[config.mk]
export PLATFORM = sky130hd
export DESIGN_NAME = mem_req_rsp_fifo
export DESIGN_NICKNAME = d
export VERILOG_FILES = /design/src/rtl/mem_req_rsp_fifo_pkg.sv /design/src/rtl/mem_req_rsp_fifo_sync_fifo.sv /design/src/rtl/mem_req_rsp_fifo.sv
export SDC_FILE = /design/constraint.sdc
export NUM_CORES = 2
export LEC_CHECK = 0
export ABC_AREA = 1
export ABC_CLOCK_PERIOD_IN_PS = 9700
export BUFFER_PORTS_ARGS = -buffer_cell sky130_fd_sc_hd__buf_2
export CAP_MARGIN = 5
export CORE_MARGIN = 1.5
export CORE_UTILIZATION = 43
export DETAILED_ROUTE_END_ITERATION = 12
export REMOVE_ABC_BUFFERS = 1
export SKIP_CTS_REPAIR_TIMING = 1
export SYNTH_ARGS = -nofsm -noshare
export SYNTH_HDL_FRONTEND = slang
export SYNTH_SLANG_ARGS = --single-unit
[constraint.sdc]
create_clock -name clk -period 9.7 [get_ports clk]
set_input_delay 2.91 -clock clk [delete_from_list [all_inputs] [get_ports clk]]
set_output_delay 2.91 -clock clk [all_outputs]
set_load 0.05 [all_outputs]
[src/rtl/mem_req_rsp_fifo_pkg.sv]
// Shared request/response types for the master <-> slave memory buffer.
// A request is packed as {cmd, addr[26:0], data[127:0]} = 156 bits.
package master_fifo_slave;

    localparam int REQ_W = 156;
    localparam int RSP_W = 128;

    typedef enum logic {
        CMD_WRITE = 1'b0,
        CMD_READ  = 1'b1
    } cmd_e;

    typedef struct packed {
        cmd_e         cmd;
        logic [26:0]  addr;
        logic [127:0] data;
    } request;

    typedef logic [RSP_W-1:0] response;

endpackage

[src/rtl/mem_req_rsp_fifo_sync_fifo.sv]
// Show-ahead synchronous FIFO: o_dout is the head entry whenever !o_empty.
// Callers must not push when full or pop when empty.
module sync_fifo #(
    parameter int WIDTH = 8,
    parameter int DEPTH = 4
) (
    input  logic                     clk,
    input  logic                     rst_n,
    input  logic                     i_push,
    input  logic [WIDTH-1:0]         i_din,
    input  logic                     i_pop,
    output logic [WIDTH-1:0]         o_dout,
    output logic                     o_full,
    output logic                     o_empty,
    output logic [$clog2(DEPTH):0]   o_count
);

    localparam int AW = $clog2(DEPTH);
    localparam logic [AW:0] FULL_CNT = (AW+1)'(DEPTH);

    logic [WIDTH-1:0] r_mem [DEPTH];
    logic [AW-1:0]    r_wr_ptr;
    logic [AW-1:0]    r_rd_ptr;
    logic [AW:0]      r_count;

    always_ff @(posedge clk or negedge rst_n) begin
        if (!rst_n) begin
            r_wr_ptr <= '0;
            r_rd_ptr <= '0;
            r_count  <= '0;
        end else begin
            if (i_push) r_wr_ptr <= r_wr_ptr + 1'b1;
            if (i_pop)  r_rd_ptr <= r_rd_ptr + 1'b1;
            case ({i_push, i_pop})
                2'b10:   r_count <= r_count + 1'b1;
                2'b01:   r_count <= r_count - 1'b1;
                default: r_count <= r_count;
            endcase
        end
    end

    // Storage carries no reset; occupancy alone decides validity.
    always_ff @(posedge clk) begin
        if (i_push) r_mem[r_wr_ptr] <= i_din;
    end

    assign o_dout  = r_mem[r_rd_ptr];
    assign o_full  = (r_count == FULL_CNT);
    assign o_empty = (r_count == '0);
    assign o_count = r_count;

endmodule

[src/rtl/mem_req_rsp_fifo.sv]
// Request/response buffer between a memory master and slave, with read-credit flow control.
// Define MEM_FIFO_STATS_EN to add the stat_rd_cnt/stat_wr_cnt/stat_stall_cnt outputs.
module mem_req_rsp_fifo
    import master_fifo_slave::*;
#(
    parameter int REQ_DEPTH = 8,
    parameter int RSP_DEPTH = 4
) (
    input  logic        clk,
    input  logic        rst_n,
    input  request      m_req,
    input  logic        m_req_en,
    output logic        m_req_rdy,
    output response     m_rsp,
    output logic        m_rsp_en,
    input  logic        m_rsp_rdy,
    output request      s_req,
    output logic        s_req_en,
    input  logic        s_req_rdy,
    input  response     s_rsp,
    input  logic        s_rsp_en,
    output logic        s_rsp_rdy
`ifdef MEM_FIFO_STATS_EN
    ,
    output logic [31:0] stat_rd_cnt,
    output logic [31:0] stat_wr_cnt,
    output logic [31:0] stat_stall_cnt
`endif
);

    localparam int RAW = $clog2(REQ_DEPTH);
    localparam int CW  = $clog2(RSP_DEPTH) + 1;
    localparam logic [CW-1:0] CREDIT_MAX  = CW'(RSP_DEPTH);
    localparam logic [RAW:0]  REQ_CNT_MAX = (RAW+1)'(REQ_DEPTH);

    logic          w_req_push, w_req_pop, w_rsp_push, w_rsp_pop, w_rd_acc;
    logic          w_req_full, w_req_empty, w_rsp_full, w_rsp_empty;
    logic [RAW:0]  w_req_count;
    logic [CW-1:0] w_rsp_count;
    logic [REQ_W-1:0] w_req_head;
    logic [CW-1:0] r_credit;

    assign w_req_push = m_req_en && m_req_rdy;
    assign w_req_pop  = s_req_en && s_req_rdy;
    assign w_rsp_push = s_rsp_en && s_rsp_rdy;
    assign w_rsp_pop  = m_rsp_en && m_rsp_rdy;
    assign w_rd_acc   = w_req_push && (m_req.cmd == CMD_READ);

    // Handshake outputs are gated by rst_n so they drop the moment reset asserts.
    assign m_req_rdy = rst_n && !w_req_full && (r_credit != '0);
    assign s_req_en  = rst_n && !w_req_empty;
    assign s_rsp_rdy = rst_n && !w_rsp_full;
    assign m_rsp_en  = rst_n && !w_rsp_empty;
    assign s_req     = request'(w_req_head);

    sync_fifo #(.WIDTH(REQ_W), .DEPTH(REQ_DEPTH)) u_req_fifo (
        .clk     (clk),
        .rst_n   (rst_n),
        .i_push  (w_req_push),
        .i_din   (m_req),
        .i_pop   (w_req_pop),
        .o_dout  (w_req_head),
        .o_full  (w_req_full),
        .o_empty (w_req_empty),
        .o_count (w_req_count)
    );

    sync_fifo #(.WIDTH(RSP_W), .DEPTH(RSP_DEPTH)) u_rsp_fifo (
        .clk     (clk),
        .rst_n   (rst_n),
        .i_push  (w_rsp_push),
        .i_din   (s_rsp),
        .i_pop   (w_rsp_pop),
        .o_dout  (m_rsp),
        .o_full  (w_rsp_full),
        .o_empty (w_rsp_empty),
        .o_count (w_rsp_count)
    );

    // One credit per response slot: taken by an accepted read, returned when its response leaves.
    always_ff @(posedge clk or negedge rst_n) begin
        if (!rst_n) begin
            r_credit <= CREDIT_MAX;
        end else begin
            case ({w_rd_acc, w_rsp_pop})
                2'b10:   r_credit <= r_credit - 1'b1;
                2'b01:   r_credit <= r_credit + 1'b1;
                default: r_credit <= r_credit;
            endcase
        end
    end

`ifdef MEM_FIFO_STATS_EN
    logic [31:0] r_stat_rd, r_stat_wr, r_stat_stall;

    always_ff @(posedge clk or negedge rst_n) begin
        if (!rst_n) begin
            r_stat_rd    <= '0;
            r_stat_wr    <= '0;
            r_stat_stall <= '0;
        end else begin
            if (w_rd_acc)                          r_stat_rd    <= r_stat_rd + 1'b1;
            if (w_req_push && !w_rd_acc)           r_stat_wr    <= r_stat_wr + 1'b1;
            if (m_req_en && !m_req_rdy)            r_stat_stall <= r_stat_stall + 1'b1;
        end
    end

    assign stat_rd_cnt    = r_stat_rd;
    assign stat_wr_cnt    = r_stat_wr;
    assign stat_stall_cnt = r_stat_stall;
`endif

    logic [CW:0] w_slots_used;
    assign w_slots_used = {1'b0, r_credit} + {1'b0, w_rsp_count};

    a_rsp_no_overflow: assert property (@(posedge clk) disable iff (!rst_n)
        !(s_rsp_en && w_rsp_full));
    a_credit_bound: assert property (@(posedge clk) disable iff (!rst_n)
        w_slots_used <= {1'b0, CREDIT_MAX});
    a_req_bound: assert property (@(posedge clk) disable iff (!rst_n)
        w_req_count <= REQ_CNT_MAX);

endmodule

# After elaboration in Yosys (flattened, before gate mapping)
# Memories as Yosys holds them, arrays and structs flattened.
# Cells that the tools add are included.
# word_totals
ff_bits	20
ramBits	1760
in_bits	290
n_memories	2
# memory_table
name	depth	width	read_ports	rd_ports_with_merged_regs	write_ports	line	rtl
u_req_fifo.r_mem	8	156	1	0	1	mem_req_rsp_fifo_sync_fifo.sv:21	logic [WIDTH-1:0] r_mem [DEPTH];
u_rsp_fifo.r_mem	4	128	1	0	1	mem_req_rsp_fifo_sync_fifo.sv:21	
# op_classes
n_addsub	10
eq_ne	8
n_mux	7
n_reduce_logical	20
# ops
operator	count
3-bit by 1-bit adder with 3-bit output, second input constant	4
3-bit one-hot mux with 2 select lines	2
1-bit logical AND	10
4-bit one-hot mux with 2 select lines	1
2-bit by 1-bit == test with 1-bit output, second input constant	3
2-bit == test, second input constant	3
2-bit nonzero test	3
3-bit by 1-bit subtractor with 3-bit output, second input constant	2
2-bit by 1-bit adder with 2-bit output, second input constant	2
4-bit by 1-bit adder with 4-bit output, second input constant	1
4-bit == test, second input constant	1
1-bit zero test	4
4-bit zero test	1
1-bit 2-to-1 mux	4
4-bit by 1-bit subtractor with 4-bit output, second input constant	1
3-bit == test, second input constant	1
3-bit zero test	1
3-bit nonzero test	1

# Depth between registers and ports, before layout
# depth
word_depth	8
depth_mapped	13

# Modules after synthesis
# From an unflattened synthesis, not the netlist that was laid out.
# unflattened
cells_unflattened	5172
area_unflattened_um2	69455.4
# by_module_without_submodules
module	instances	cells_per_inst	area_each_um2	seq_area_each_um2
sync_fifo (u_req_fifo)	1	3598	48340.1	37726.2
sync_fifo (u_rsp_fifo)	1	1542	20870.0	15549.9
mem_req_rsp_fifo	1	32	245.2	76.3

# Worst setup path before layout
# No wires, ideal clock.
# synth_path
path_type	input to register
from	input port m_req_en
to	memory u_req_fifo.r_mem[0][0] (netlist name) (enable)
setup_time_ns	0.673
t_arrival_ns	9.702
t_required_ns	9.027
path_slack_ns	-0.676
stages	3
path_cell_list	nand4_1 buf_2 nor2_1
# synth_via
elab_chain_len	3
# synth_lines
item	line	rtl
start: declaration	mem_req_rsp_fifo.sv:12	input logic m_req_en,
1-bit logical AND	mem_req_rsp_fifo.sv:43	assign w_req_push = m_req_en && m_req_rdy;
1-bit 2-to-1 mux	mem_req_rsp_fifo_sync_fifo.sv:44	if (i_push) r_mem[r_wr_ptr] <= i_din;
1-bit 2-to-1 mux (not written as such)	mem_req_rsp_fifo_sync_fifo.sv:44	
end: declaration	mem_req_rsp_fifo_sync_fifo.sv:21	
# Every way passes these cells.

==> results.md <==
| Step | Metric | Reported |
|:---|:---|:---|
| worst setup path | Crit-path max FO | 182 |
| route | Post-Route WL | 172000 um |
| logic synthesis | Arithmetic-cell share of the synthesized area counting full adders, half adders and majority gates | 0.285% |
| logic synthesis | Cells after synthesis | 5550 |
| finish | Share of post-route cells with drive strength above 1 | 14.6% |
| finish | Area growth from synthesis to final layout | 15.8% |
| timing | Count of final max-slew check failures | 0 |
| route | Drt first pass iters | 6 |
| timing | RSZ-0062 raised after global routing | false |
| logic synthesis | Most repeated cell in the gate-level netlist after synthesis | sky130_fd_sc_hd__edfxtp_1 |
| timing | Actual slew at the worst max-slew pin | 1230 ps |
| logic synthesis | Cell taking the most area after synthesis | sky130_fd_sc_hd__edfxtp_1 |
| pwr | Total power | 27.1 mW |
| run status | Result of the run | finished clean |
| timing | Minimum clock period after layout | 7210 ps |
| worst setup path | Critical path data required time | 6790 ps |
| die | Area of the core | 0.160 mm^2 |
| global route | Vias in the first global route | 40600 |
| placement | GP Congestion | 0.751 |
| route | Total DRC errors in the routed layout | 0 |
| logic synthesis | Summed instance area of the synthesized netlist | 0.0694 mm^2 |
| clocking | Number of sinks handled by clock tree synthesis | 1780 |
| logic synthesis | Register area share after synthesis | 76.9% |
| worst setup path | Worst endpoint data arrival time | 4300 ps |
| placement | Area after detailed placement | 0.0743 mm^2 |
| route | Via Count | 43100 |
| timing | Worst-case headroom to the max-slew limit | 18.0% |
| clocking | TritonCTS Buffers | 184 |
| clocking | CTS HTree Levels | 4 |
| clocking | CTS Root Buffer Type | sky130_fd_sc_hd__clkbuf_16 |
| flow run | Max-capacitance violation count | 0 |
| finish | Cell area after layout | 0.0803 mm^2 |
| worst setup path | Startpoint class of the critical path | flop |
| clocking | Maximum clock insertion buffer count | 3 |
| logic synthesis | Top cells by area in the synthesized netlist | sky130_fd_sc_hd__edfxtp_1 (76%), sky130_fd_sc_hd__nand2_1 (7.0%), sky130_fd_sc_hd__nor2_1 (5.7%) |
| pwr | Total power density per cell area | 337 mW/mm^2 |
| finish | Post-layout instance count excluding filler cells | 8371 |
| timing | Final setup violation count | 0 |
| placement | Detailed-placement wirelength estimate | 89600 um |
| logic synthesis | Per-instance average area after synthesis | 12.5 um^2 |
| finish | Total Nets Final | 6338 |
| logic synthesis | Main synth FF type | sky130_fd_sc_hd__edfxtp_1 |
| logic synthesis | Proportion of synthesized flip-flops having asynchronous set or reset | 1.12% |
| clocking | Clock transition at the registers of the reported paths | 60 ps |
| die | Die area | 0.164 mm^2 |
| timing | Final setup skew | 77.2 ps |
| logic synthesis | EDFF count, synth | 1760 |
| clocking | TritonCTS clock tree | yes |
| global route | Number of antenna violations at the first check in global routing | 73 |
| placement | Buffers added on ports | 577 |
| timing | Share of the cycle needed by the critical path after routing | 74.3% |
| timing | Maximum frequency from static timing analysis | 139 MHz |
| die | Io pins | 578 |
| logic synthesis | Number of storage elements in the synthesis netlist | 1780 |
| route | Antenna Nets Post-Route | 0 |
| pwr | Static leakage | 28.8 nW |
| die | Chip width | 405 um |
| global route | Global-route total usage across every layer | 20.4% |
| die | Height of the chip | 405 um |
| logic synthesis | Combinational family with the most area after synthesis | simple AND/OR/NAND/NOR gates |
| die | Initial standard-cell utilization of the core | 43.3% |
| route | DRC violation total after the first TritonRoute iteration | 3581 |
| placement | Dpl cells | 8008 |
| pwr | IR Drop Worst-Case VDD | 326 uV |
| logic synthesis | Share of the synthesized netlist area taken by xor and xnor gates | 0.164% |
| global route | Global-route wire length before repair | 254000 um |
| logic synthesis | Syn. warnings | 0 |
| finish | Number of fill cells | 13800 |
| logic synthesis | Share of synthesized area spent on multiplexers | 0% |
| clocking | Clk_lat worst skew | 800 ps |
| route | Average wire per standard cell | 20.5 um |
| global route | Pin count of the biggest net entering global routing | 203 |
| die | Num rows | 147 |
| worst hold path | Hold Crit Class | reg2reg |
| worst setup path | CP Capture Type | primary output |
| route | Vias per std cell | 5.15 |
| logic synthesis | Share of the synthesized area in the top cell type | 76.2% |
| global route | Leftover overflow at the end of global routing | 0 |
| worst setup path | WS Path Type | reg2out |
| logic synthesis | Post-synth top cells | sky130_fd_sc_hd__edfxtp_1 (1760), sky130_fd_sc_hd__nand2_1 (1288), sky130_fd_sc_hd__nor2_1 (1059) |
| logic synthesis | Fraction of the mapped netlist area in simple logic gates | 12.8% |
| logic synthesis | Compound-gate portion of the synthesized area | 7.59% |
| timing | Final hold violation count | 0 |
| finish | Share of the core filled with cells | 50.1% |
| logic synthesis | Synth unique cells | 25 |
critical path, stage by stage (launching register included):
cell and delay (ps):
sky130_fd_sc_hd__dfrtp_4 630, sky130_fd_sc_hd__buf_12 430, sky130_fd_sc_hd__buf_4 940, sky130_fd_sc_hd__nor2_1 110, sky130_fd_sc_hd__nor2_1 120, sky130_fd_sc_hd__o21ai_0 110
sky130_fd_sc_hd__nand2_1 120, sky130_fd_sc_hd__nand2_1 60, sky130_fd_sc_hd__nand2_1 230, sky130_fd_sc_hd__buf_2 320
sequential cells by signal, indices dropped and copies added (netlist names):
name                 cells
r_credit                 3
u_req_fifo.o_count       4
u_req_fifo.r_mem      1248
u_req_fifo.r_rd_ptr      3
u_req_fifo.r_wr_ptr      3
u_rsp_fifo.o_count       3
u_rsp_fifo.r_mem       512
u_rsp_fifo.r_rd_ptr      2
u_rsp_fifo.r_wr_ptr      2
cell usage in the layout, fill, tap and decap left out, types with 14 or more instances in the layout:
master,synthesis,layout
sky130_fd_sc_hd__buf_12,0,23
sky130_fd_sc_hd__buf_2,112,577
sky130_fd_sc_hd__buf_4,12,26
sky130_fd_sc_hd__bufinv_16,0,14
sky130_fd_sc_hd__clkbuf_1,180,50
sky130_fd_sc_hd__clkbuf_16,0,187
sky130_fd_sc_hd__clkinv_1,1,37
sky130_fd_sc_hd__clkinv_2,0,32
sky130_fd_sc_hd__dfrtp_1,19,14
sky130_fd_sc_hd__diode_2,0,21
sky130_fd_sc_hd__edfxtp_1,1760,1760
sky130_fd_sc_hd__inv_1,30,27
sky130_fd_sc_hd__nand2_1,1288,1288
sky130_fd_sc_hd__nor2_1,1059,1047
sky130_fd_sc_hd__o21ai_0,770,770
sky130_fd_sc_hd__o21ai_1,116,116
sky130_fd_sc_hd__o22ai_1,128,128
per-stage QoR:
| step | hold WS [ps] | setup slack, ps | TNS [ps] |
|---|---|---|---|
| global placement | 481 | 2490 | 0 |
| detailed placement | 491 | 2510 | 0 |
| floorplan | 468 | -17190 | -4034550 |
| global route | 534 | 2300 | 0 |
| CTS | 503 | 2520 | 0 |
| finish | 505 | 2490 | 0 |
layer usage:
metal / up-vias / share of wire (%) / track usage [%] / routed length (um)
met4: 80 / 2.1 / 5.90 / 3650
met2: 1213 / 48 / 32.9 / 81700
met5: - / 0.30 / 0 / 509
li1: 20500 / - / - / -
met1: 21000 / 42 / 26.8 / 72000
met3: 327 / 8.2 / 6.14 / 14000
where the power goes:
group / internal (mW) / total, mW / switching (mW)
Combinational: 2.30 / 10.8 / 8.50
Clock: 3.94 / 6.89 / 2.94
Sequential: 9.11 / 9.39 / 0.273
Total: 15.4 / 27.1 / 11.7
layout make-up:
type                            instances  area, um^2  share of cell area, %
Sequential cell                      1780       53400                   66.4
Timing Repair Buffer                  626        3540                   4.41
Multi-Input combinational cell       3410       14600                   18.1
Inverter                               32         149                  0.185
Antenna cell                           21        52.6                 0.0654
Clock buffer                          237        4870                   6.06
Tap cell                             2160        2700                   3.36
Clock inverter                        105        1070                   1.33
cells by family (layout without fill, tap and decap cells):
logic type | after synthesis | after routing
simple gates | 2364 | 2364
flops | 1780 | 1780
compound gates | 1019 | 1019
buf+inv | 360 | 1000
fa+ha+maj | 14 | 14
xor+xnor | 13 | 13
other cells | 0 | 21
final timing paths:
| check | from | endpoint | slack, ps | cells past startpoint |
|---|---|---|---|---|
| worst max-delay path | u_req_fifo.r_rd_ptr[0] | s_req[144] | 2490 | 9 |
| worst min-delay path | u_rsp_fifo.o_count[0] | u_rsp_fifo.o_count[0] | 510 | 1 |
| worst max register to register | u_req_fifo.o_count[3] | u_req_fifo.r_mem[3][52] | 5880 | 6 |
| worst min register to register | u_rsp_fifo.o_count[0] | u_rsp_fifo.o_count[0] | 510 | 1 |
| max in group asynchronous | rst_n | u_req_fifo.r_rd_ptr[1] | 7190 | 1 |
| min in group asynchronous | rst_n | u_rsp_fifo.o_count[2] | 2090 | 1 |
No activity file was read; power rests on OpenSTA's default activity.
